<file path="src/rtl/cpu_state_controller.sv">
// Multi-cycle rv32i sequencer: FETCH/DECODE/EXECUTE/MEMORY/WRITEBACK with
// req/valid memory handshakes, bus-timeout and trap halting.
module cpu_state_controller #(
  parameter logic [31:0] RESET_PC    = 32'h0000_0000,
  parameter int unsigned MEM_TIMEOUT = 16
)(
  input  logic        clk,
  input  logic        rst,
  input  logic [6:0]  opcode,
  input  logic [2:0]  funct3,
  input  logic [31:0] alu_result,
  output logic        imem_req,
  output logic [31:0] imem_addr,
  input  logic [31:0] imem_rdata,
  input  logic        imem_valid,
  output logic        dmem_req,
  output logic        dmem_we,
  output logic [31:0] dmem_addr,
  input  logic [31:0] dmem_rdata,
  input  logic        dmem_valid,
  output logic [2:0]  current_state,
  output logic [31:0] current_pc,
  output logic [31:0] instr,
  output logic        reg_we,
  output logic [31:0] wb_data,
  output logic        halt,
  output logic [1:0]  trap_cause,
  output logic [31:0] instret
);
  typedef enum logic [2:0] {
    S_FETCH = 3'd0, S_DECODE = 3'd1, S_EXECUTE = 3'd2,
    S_MEMORY = 3'd3, S_WRITEBACK = 3'd4, S_HALT = 3'd5
  } state_t;

  localparam logic [6:0] OP_LOAD   = 7'b0000011;
  localparam logic [6:0] OP_FENCE  = 7'b0001111;
  localparam logic [6:0] OP_IMM    = 7'b0010011;
  localparam logic [6:0] OP_AUIPC  = 7'b0010111;
  localparam logic [6:0] OP_STORE  = 7'b0100011;
  localparam logic [6:0] OP_OP     = 7'b0110011;
  localparam logic [6:0] OP_LUI    = 7'b0110111;
  localparam logic [6:0] OP_BRANCH = 7'b1100011;
  localparam logic [6:0] OP_JALR   = 7'b1100111;
  localparam logic [6:0] OP_JAL    = 7'b1101111;
  localparam logic [6:0] OP_SYSTEM = 7'b1110011;

  localparam int CW = (MEM_TIMEOUT < 2) ? 1 : $clog2(MEM_TIMEOUT + 1);
  localparam logic [CW-1:0] TO_LAST = CW'(MEM_TIMEOUT - 1);

  state_t        state, state_n;
  logic [31:0]   pc4_q, tgt_q, alu_out_q, ld_q;
  logic [CW-1:0] wait_cnt, cnt_n;
  logic [1:0]    trap_q, trap_n;
  logic          commit, legal, wb_en, br_taken, redirect, misalign;
  logic [31:0]   tgt_sel, next_pc;

  always_comb begin
    legal = 1'b0;
    wb_en = 1'b0;
    case (opcode)
      OP_LOAD, OP_IMM, OP_AUIPC, OP_OP, OP_LUI, OP_JALR, OP_JAL: begin
        legal = 1'b1;
        wb_en = 1'b1;
      end
      OP_STORE, OP_BRANCH, OP_FENCE, OP_SYSTEM: legal = 1'b1;
      default: ;
    endcase
  end

  // Branch compare was done by the ALU in EXECUTE; only its result is inspected here.
  always_comb begin
    br_taken = 1'b0;
    case (funct3)
      3'b000:         br_taken = (alu_out_q == 32'd0);
      3'b001:         br_taken = (alu_out_q != 32'd0);
      3'b100, 3'b110: br_taken = alu_out_q[0];
      3'b101, 3'b111: br_taken = !alu_out_q[0];
      default:        br_taken = 1'b0;
    endcase
  end

  assign redirect = (opcode == OP_JAL) || (opcode == OP_JALR) ||
                    ((opcode == OP_BRANCH) && br_taken);
  assign tgt_sel  = (opcode == OP_JALR) ? {tgt_q[31:1], 1'b0} : tgt_q;
  assign next_pc  = redirect ? tgt_sel : pc4_q;
  assign misalign = redirect && (tgt_sel[1:0] != 2'b00);

  always_comb begin
    state_n = state;
    trap_n  = trap_q;
    cnt_n   = wait_cnt;
    commit  = 1'b0;
    case (state)
      S_FETCH: begin
        if (imem_valid) begin
          state_n = S_DECODE;
          cnt_n   = '0;
        end else if (wait_cnt == TO_LAST) begin
          state_n = S_HALT;
          trap_n  = 2'd1;
        end else begin
          cnt_n = wait_cnt + CW'(1);
        end
      end
      S_DECODE: state_n = S_EXECUTE;
      S_EXECUTE: begin
        if (!legal || ((opcode == OP_SYSTEM) && (funct3 == 3'b000))) begin
          state_n = S_HALT;
          trap_n  = 2'd3;
        end else if ((opcode == OP_LOAD) || (opcode == OP_STORE)) begin
          state_n = S_MEMORY;
        end else begin
          state_n = S_WRITEBACK;
        end
      end
      S_MEMORY: begin
        if (dmem_valid) begin
          state_n = S_WRITEBACK;
          cnt_n   = '0;
        end else if (wait_cnt == TO_LAST) begin
          state_n = S_HALT;
          trap_n  = 2'd1;
        end else begin
          cnt_n = wait_cnt + CW'(1);
        end
      end
      S_WRITEBACK: begin
        if (misalign) begin
          state_n = S_HALT;
          trap_n  = 2'd2;
        end else begin
          commit  = 1'b1;
          state_n = S_FETCH;
        end
      end
      S_HALT:  state_n = S_HALT;
      default: state_n = S_HALT;
    endcase
  end

  always_ff @(posedge clk) begin
    if (rst) begin
      state      <= S_FETCH;
      current_pc <= RESET_PC;
      instr      <= 32'h0000_0013;
      pc4_q      <= '0;
      tgt_q      <= '0;
      alu_out_q  <= '0;
      ld_q       <= '0;
      wait_cnt   <= '0;
      trap_q     <= '0;
      instret    <= '0;
    end else begin
      state    <= state_n;
      trap_q   <= trap_n;
      wait_cnt <= cnt_n;
      if ((state == S_FETCH) && imem_valid) begin
        instr <= imem_rdata;
        pc4_q <= alu_result;
      end
      if (state == S_DECODE)  tgt_q     <= alu_result;
      if (state == S_EXECUTE) alu_out_q <= alu_result;
      if ((state == S_MEMORY) && dmem_valid) ld_q <= dmem_rdata;
      if (commit) begin
        current_pc <= next_pc;
        instret    <= instret + 32'd1;
      end
    end
  end

  // All outputs derive from registered state only; valid inputs never reach them.
  assign current_state = state;
  assign imem_req      = (state == S_FETCH);
  assign imem_addr     = current_pc;
  assign dmem_req      = (state == S_MEMORY);
  assign dmem_we       = (state == S_MEMORY) && (opcode == OP_STORE);
  assign dmem_addr     = alu_out_q;
  assign reg_we        = (state == S_WRITEBACK) && wb_en;
  assign wb_data       = ((opcode == OP_JAL) || (opcode == OP_JALR)) ? pc4_q :
                         (opcode == OP_LOAD) ? ld_q : alu_out_q;
  assign halt          = (state == S_HALT);
  assign trap_cause    = trap_q;
endmodule

</file>
<file path="config.mk">
export PLATFORM = sky130hd
export DESIGN_NAME = cpu_state_controller
export DESIGN_NICKNAME = d
export VERILOG_FILES = /design/src/rtl/cpu_state_controller.sv
export SDC_FILE = /design/constraint.sdc
export NUM_CORES = 1
export LEC_CHECK = 0
export ABC_AREA = 1
export CAP_MARGIN = 20
export CORE_MARGIN = 1
export CORE_UTILIZATION = 36
export DETAILED_ROUTE_END_ITERATION = 12
export REMOVE_ABC_BUFFERS = 1
export SLEW_MARGIN = 20
export SYNTH_ARGS = -nofsm -noshare
export SYNTH_HDL_FRONTEND = slang
export SYNTH_SLANG_ARGS = --single-unit
</file>
<file path="constraint.sdc">
create_clock -name clk -period 1.8 [get_ports clk]
set_input_delay 0.27 -clock clk [delete_from_list [all_inputs] [get_ports clk]]
set_output_delay 0.27 -clock clk [all_outputs]
set_load 0.01 [all_outputs]
</file>
==> run_results.csv <==
group,metric,value,unit
setup_path,cp_slowest_cell,"dfxtp_2",
setup_path,cp_common_cell,"nand2_4",
power,pwr-share-seq,39.6,%
timing,fin_crit_sh,112.1,%
die,start_util,36.60,%
clock_network,clock-root-buffer,"clkbuf_16",
timing,setup_viol,70,
logic_synthesis,synth.distinct_cells,33,
route,wl_met3,3079,um
logic_synthesis,avgSynthCellArea,7.007,um2
timing,hold_viol,0,
layout,drive_above_1_share,22.12,%
route,m1WireLength,17860,um
power,power.internal,10.59,mW
global_route,antenna_found_initial,4,
timing,rsz0062_at_grt,"true",
placement,place_congestion,0.9707,
timing,worstMarginPinSlew,424.3,ps
clock_network,cts_tree,"done",
logic_synthesis,synth_seq_cells,234,
clock_network,cts.sinks,234,
setup_path,crit_required,2230,ps
logic_synthesis,ys_top_cells_by_count,"nor2_1, o21ai_0, dfxtp_1, nand2_1, a21oi_1",
clock_network,htreeDepth,1,
outcome,status,"complete, but fails checks",
placement,dpl_worst_slack,-866.9,ps
timing,drv_slew,0,
setup_path,path_cells,"nor2_2, nand2_2, nor2_4, nand2_4, o21ai_2, nand3_1, nand2_2, nand2_4, nand2_4, nand2_8, buf_12, clkbuf_16, o21ai_2, nor2_1",
setup_path,path_class,"flop to flop",
setup_path,arrival,2450,ps
die,pin_count,312,
route,vias_per_cell,5.103,
layout,fill_cells,2646,
global_route,grt_first_pass_wirelength,61520,um
logic_synthesis,synth-edff-count,0,
power,power_density,894.7,nW/um2
die,num_rows,62,
worst_hold_path,hold_path_class,"input port to flop",
layout,syn_to_final_growth,58.67,%
logic_synthesis,yosysSeqAreaShare,44.60,%
logic_synthesis,synth_top_cell_by_area,"dfxtp_1",
clock_network,clk_pin_slew,60,ps
flow_run,cap_violations,0,
power,ir_drop,732.4,uV
route,met2WireLength,19620,um
timing,holdWs,305.9,ps
logic_synthesis,yosys_warnings,0,
clock_network,cts_buffers,27,
power,p_leak,7.342,nW
timing,clock_skew,19.55,ps
setup_path,cpPeakStageDelay,320,ps
global_route,grt_pass1_vias,10866,
layout,fin_nets,1987,
logic_synthesis,syn_inst,1499,
setup_path,cp.buffers_inverters,2,
timing,fmax,495.6,MHz
power,switching_power,4.317,mW
logic_synthesis,async_reset_ff_share,0,%
logic_synthesis,yosysMostFrequentCell,"nor2_1",
setup_path,startpoint_type,"flop",
setup_path,path_max_fanout,6,
timing,max_slew_margin,71.71,%
route,drc,0,
logic_synthesis,netlist_top_cells_area,"dfxtp_1, o21ai_0, nor2_1, a21oi_1, nand2_1",
power,clkPwrFrac,37.7,%
logic_synthesis,synth-main-ff-cell,"dfxtp_1",
die,chipHeight,172.8,um
route,dr.max_layer_used,"met5",
outcome,violations,"negative setup slack",
route,dr.first_iter.drc_count,1027,
die,die_w,172.8,um
clock_network,cts.path.max_buffers,3,
placement,hpwl,26320,um
die,core-area,28700,um2
logic_synthesis,synthesis.area,10500,um2
global_route,grt_max_degree,67,
logic_synthesis,synth_top_area_share,44.60,%
power,p_sw_share,28.95,%
route,ant_nets,0,
placement,port_buffers,311,
route,drt_first_pass_iters,6,
die,die_area,29870,um2
global_route,overflow,0,
route,drt-total-wl,41870,um
timing,min_period,2018,ps
setup_path,worstSetupEndpointType,"flop",
route,vias,11630,
timing,timing.final.ws_setup,-217.9,ps
power,comb_power_share,22.7,%
clock_network,clk_latency,550,ps
route,wl_per_cell,18.37,um
setup_path,critPathTopFamily,"simple AND/OR/NAND/NOR gates",
global_route,track_usage,26.04,%
==> routing by layer <==
layer	GRT usage, %	vias up
li1	-	5643
met1	33.28	5428
met2	43.55	477
met3	5.695	78
met4	8.370	4
met5	0	-
==> placed cells by master, fill, tap and decap left out, drive strengths merged, types with 18 or more instances in the layout <==
master           n
o21ai          292
nor2           286
dfxtp          234
clkdlybuf4s50  196
buf            196
nand2          191
a21oi          169
inv            108
clkbuf          49
dlygate4sd2     46
dlymetal6s2s    25
nor3            23
nand3           20
xor2            18
==> worst paths after layout <==
check                                    start            end  slack (ps)  cells past startpoint
worst max-delay path              dmem_addr[4]  current_pc[5]        -220                     14
worst max register to register    dmem_addr[4]  current_pc[5]        -220                     14
worst min-delay path            dmem_rdata[26]       ld_q[26]         310                      3
worst min register to register     wait_cnt[4]    wait_cnt[4]         450                      2
==> registers in the layout (all words and copies together), names as in the netlist <==
name,cells
ld_q,32
instr,32
wait_cnt,5
tgt_q,32
dmem_addr,32
current_state,3
instret,32
trap_cause,2
current_pc,32
pc4_q,32
==> area by class of cell <==
class                   instances  area, um2  area share (%)
flip-flops and latches        234       4753           28.52
well taps                     384      480.5           2.883
multi-input cells            1031       5248           31.49
inverters                     108      417.9           2.508
repair buffers                473       4855           29.13
clock inverters                 8      105.1          0.6306
diodes                          1      2.502         0.01502
clock buffers                  40      804.5           4.827
==> worst register-to-register path, cell delays in order, from the launching register on <==
cell	delay, ps
dfxtp_2	320
nor2_2	130
nand2_2	100
nor2_4	150
nand2_4	80
o21ai_2	130
nand3_1	90
nand2_2	110
nand2_4	80
nand2_4	120
nand2_8	120
buf_12	160
clkbuf_16	160
o21ai_2	130
nor2_1	40
==> cells by family (layout without fill, tap and decap cells) <==
| kind of cell | Yosys count | in the layout | share of synthesized area [%] |
|---|---|---|---|
| AND/OR/NAND/NOR | 534 | 534 | 20.29 |
| buffers and inverters | 234 | 629 | 10.10 |
| XOR/XNOR | 28 | 28 | 2.335 |
| AO/OA/AOI/OAI | 467 | 467 | 22.44 |
| adder cells (fa/ha/maj) | 2 | 2 | 0.2382 |
| other | 0 | 1 | 0 |
| flip-flops | 234 | 234 | 44.60 |
==> per-stage QoR <==
| step | setup TNS (ps) | area (um2) | utilization, % | std cells | total power, mW |
|---|---|---|---|---|---|
| finish | -12140 | 16670 | 58.06 | 2279 | 14.91 |
| global route | -20290 | 16670 | 58.06 | 2279 | 15.55 |
| CTS | -12190 | 15900 | 55.41 | 2260 | 14.72 |
| detailed placement | -67870 | 14570 | 50.75 | 2187 | 9.107 |
| global placement | -65640 | 14570 | 50.75 | 2187 | 9.085 |
| floorplan | -308270 | 9848 | - | 1373 | 7.256 |
==> power by group through the flow <==
stage | combinational [mW] | clock [mW] | sequential (mW)
6_report | 3.38 | 5.62 | 5.91
3_3_place_gp | 3.10 | 0 | 5.98
3_5_place_dp | 3.12 | 0 | 5.99
2_1_floorplan | 1.16 | 0 | 6.09
4_1_cts | 3.13 | 5.69 | 5.89
5_1_grt | 3.67 | 5.92 | 5.96
==> what timing repair did <==
item | in CTS | in global routing
cloned | 10 | 9
hold buffers | 0 | 0
gates resized for setup | 376 | 187
setup buffers | 16 | 13
setup endpoints to repair | 177 | 142
pin swaps | 21 | 39
(Power assumes the default switching activity.)
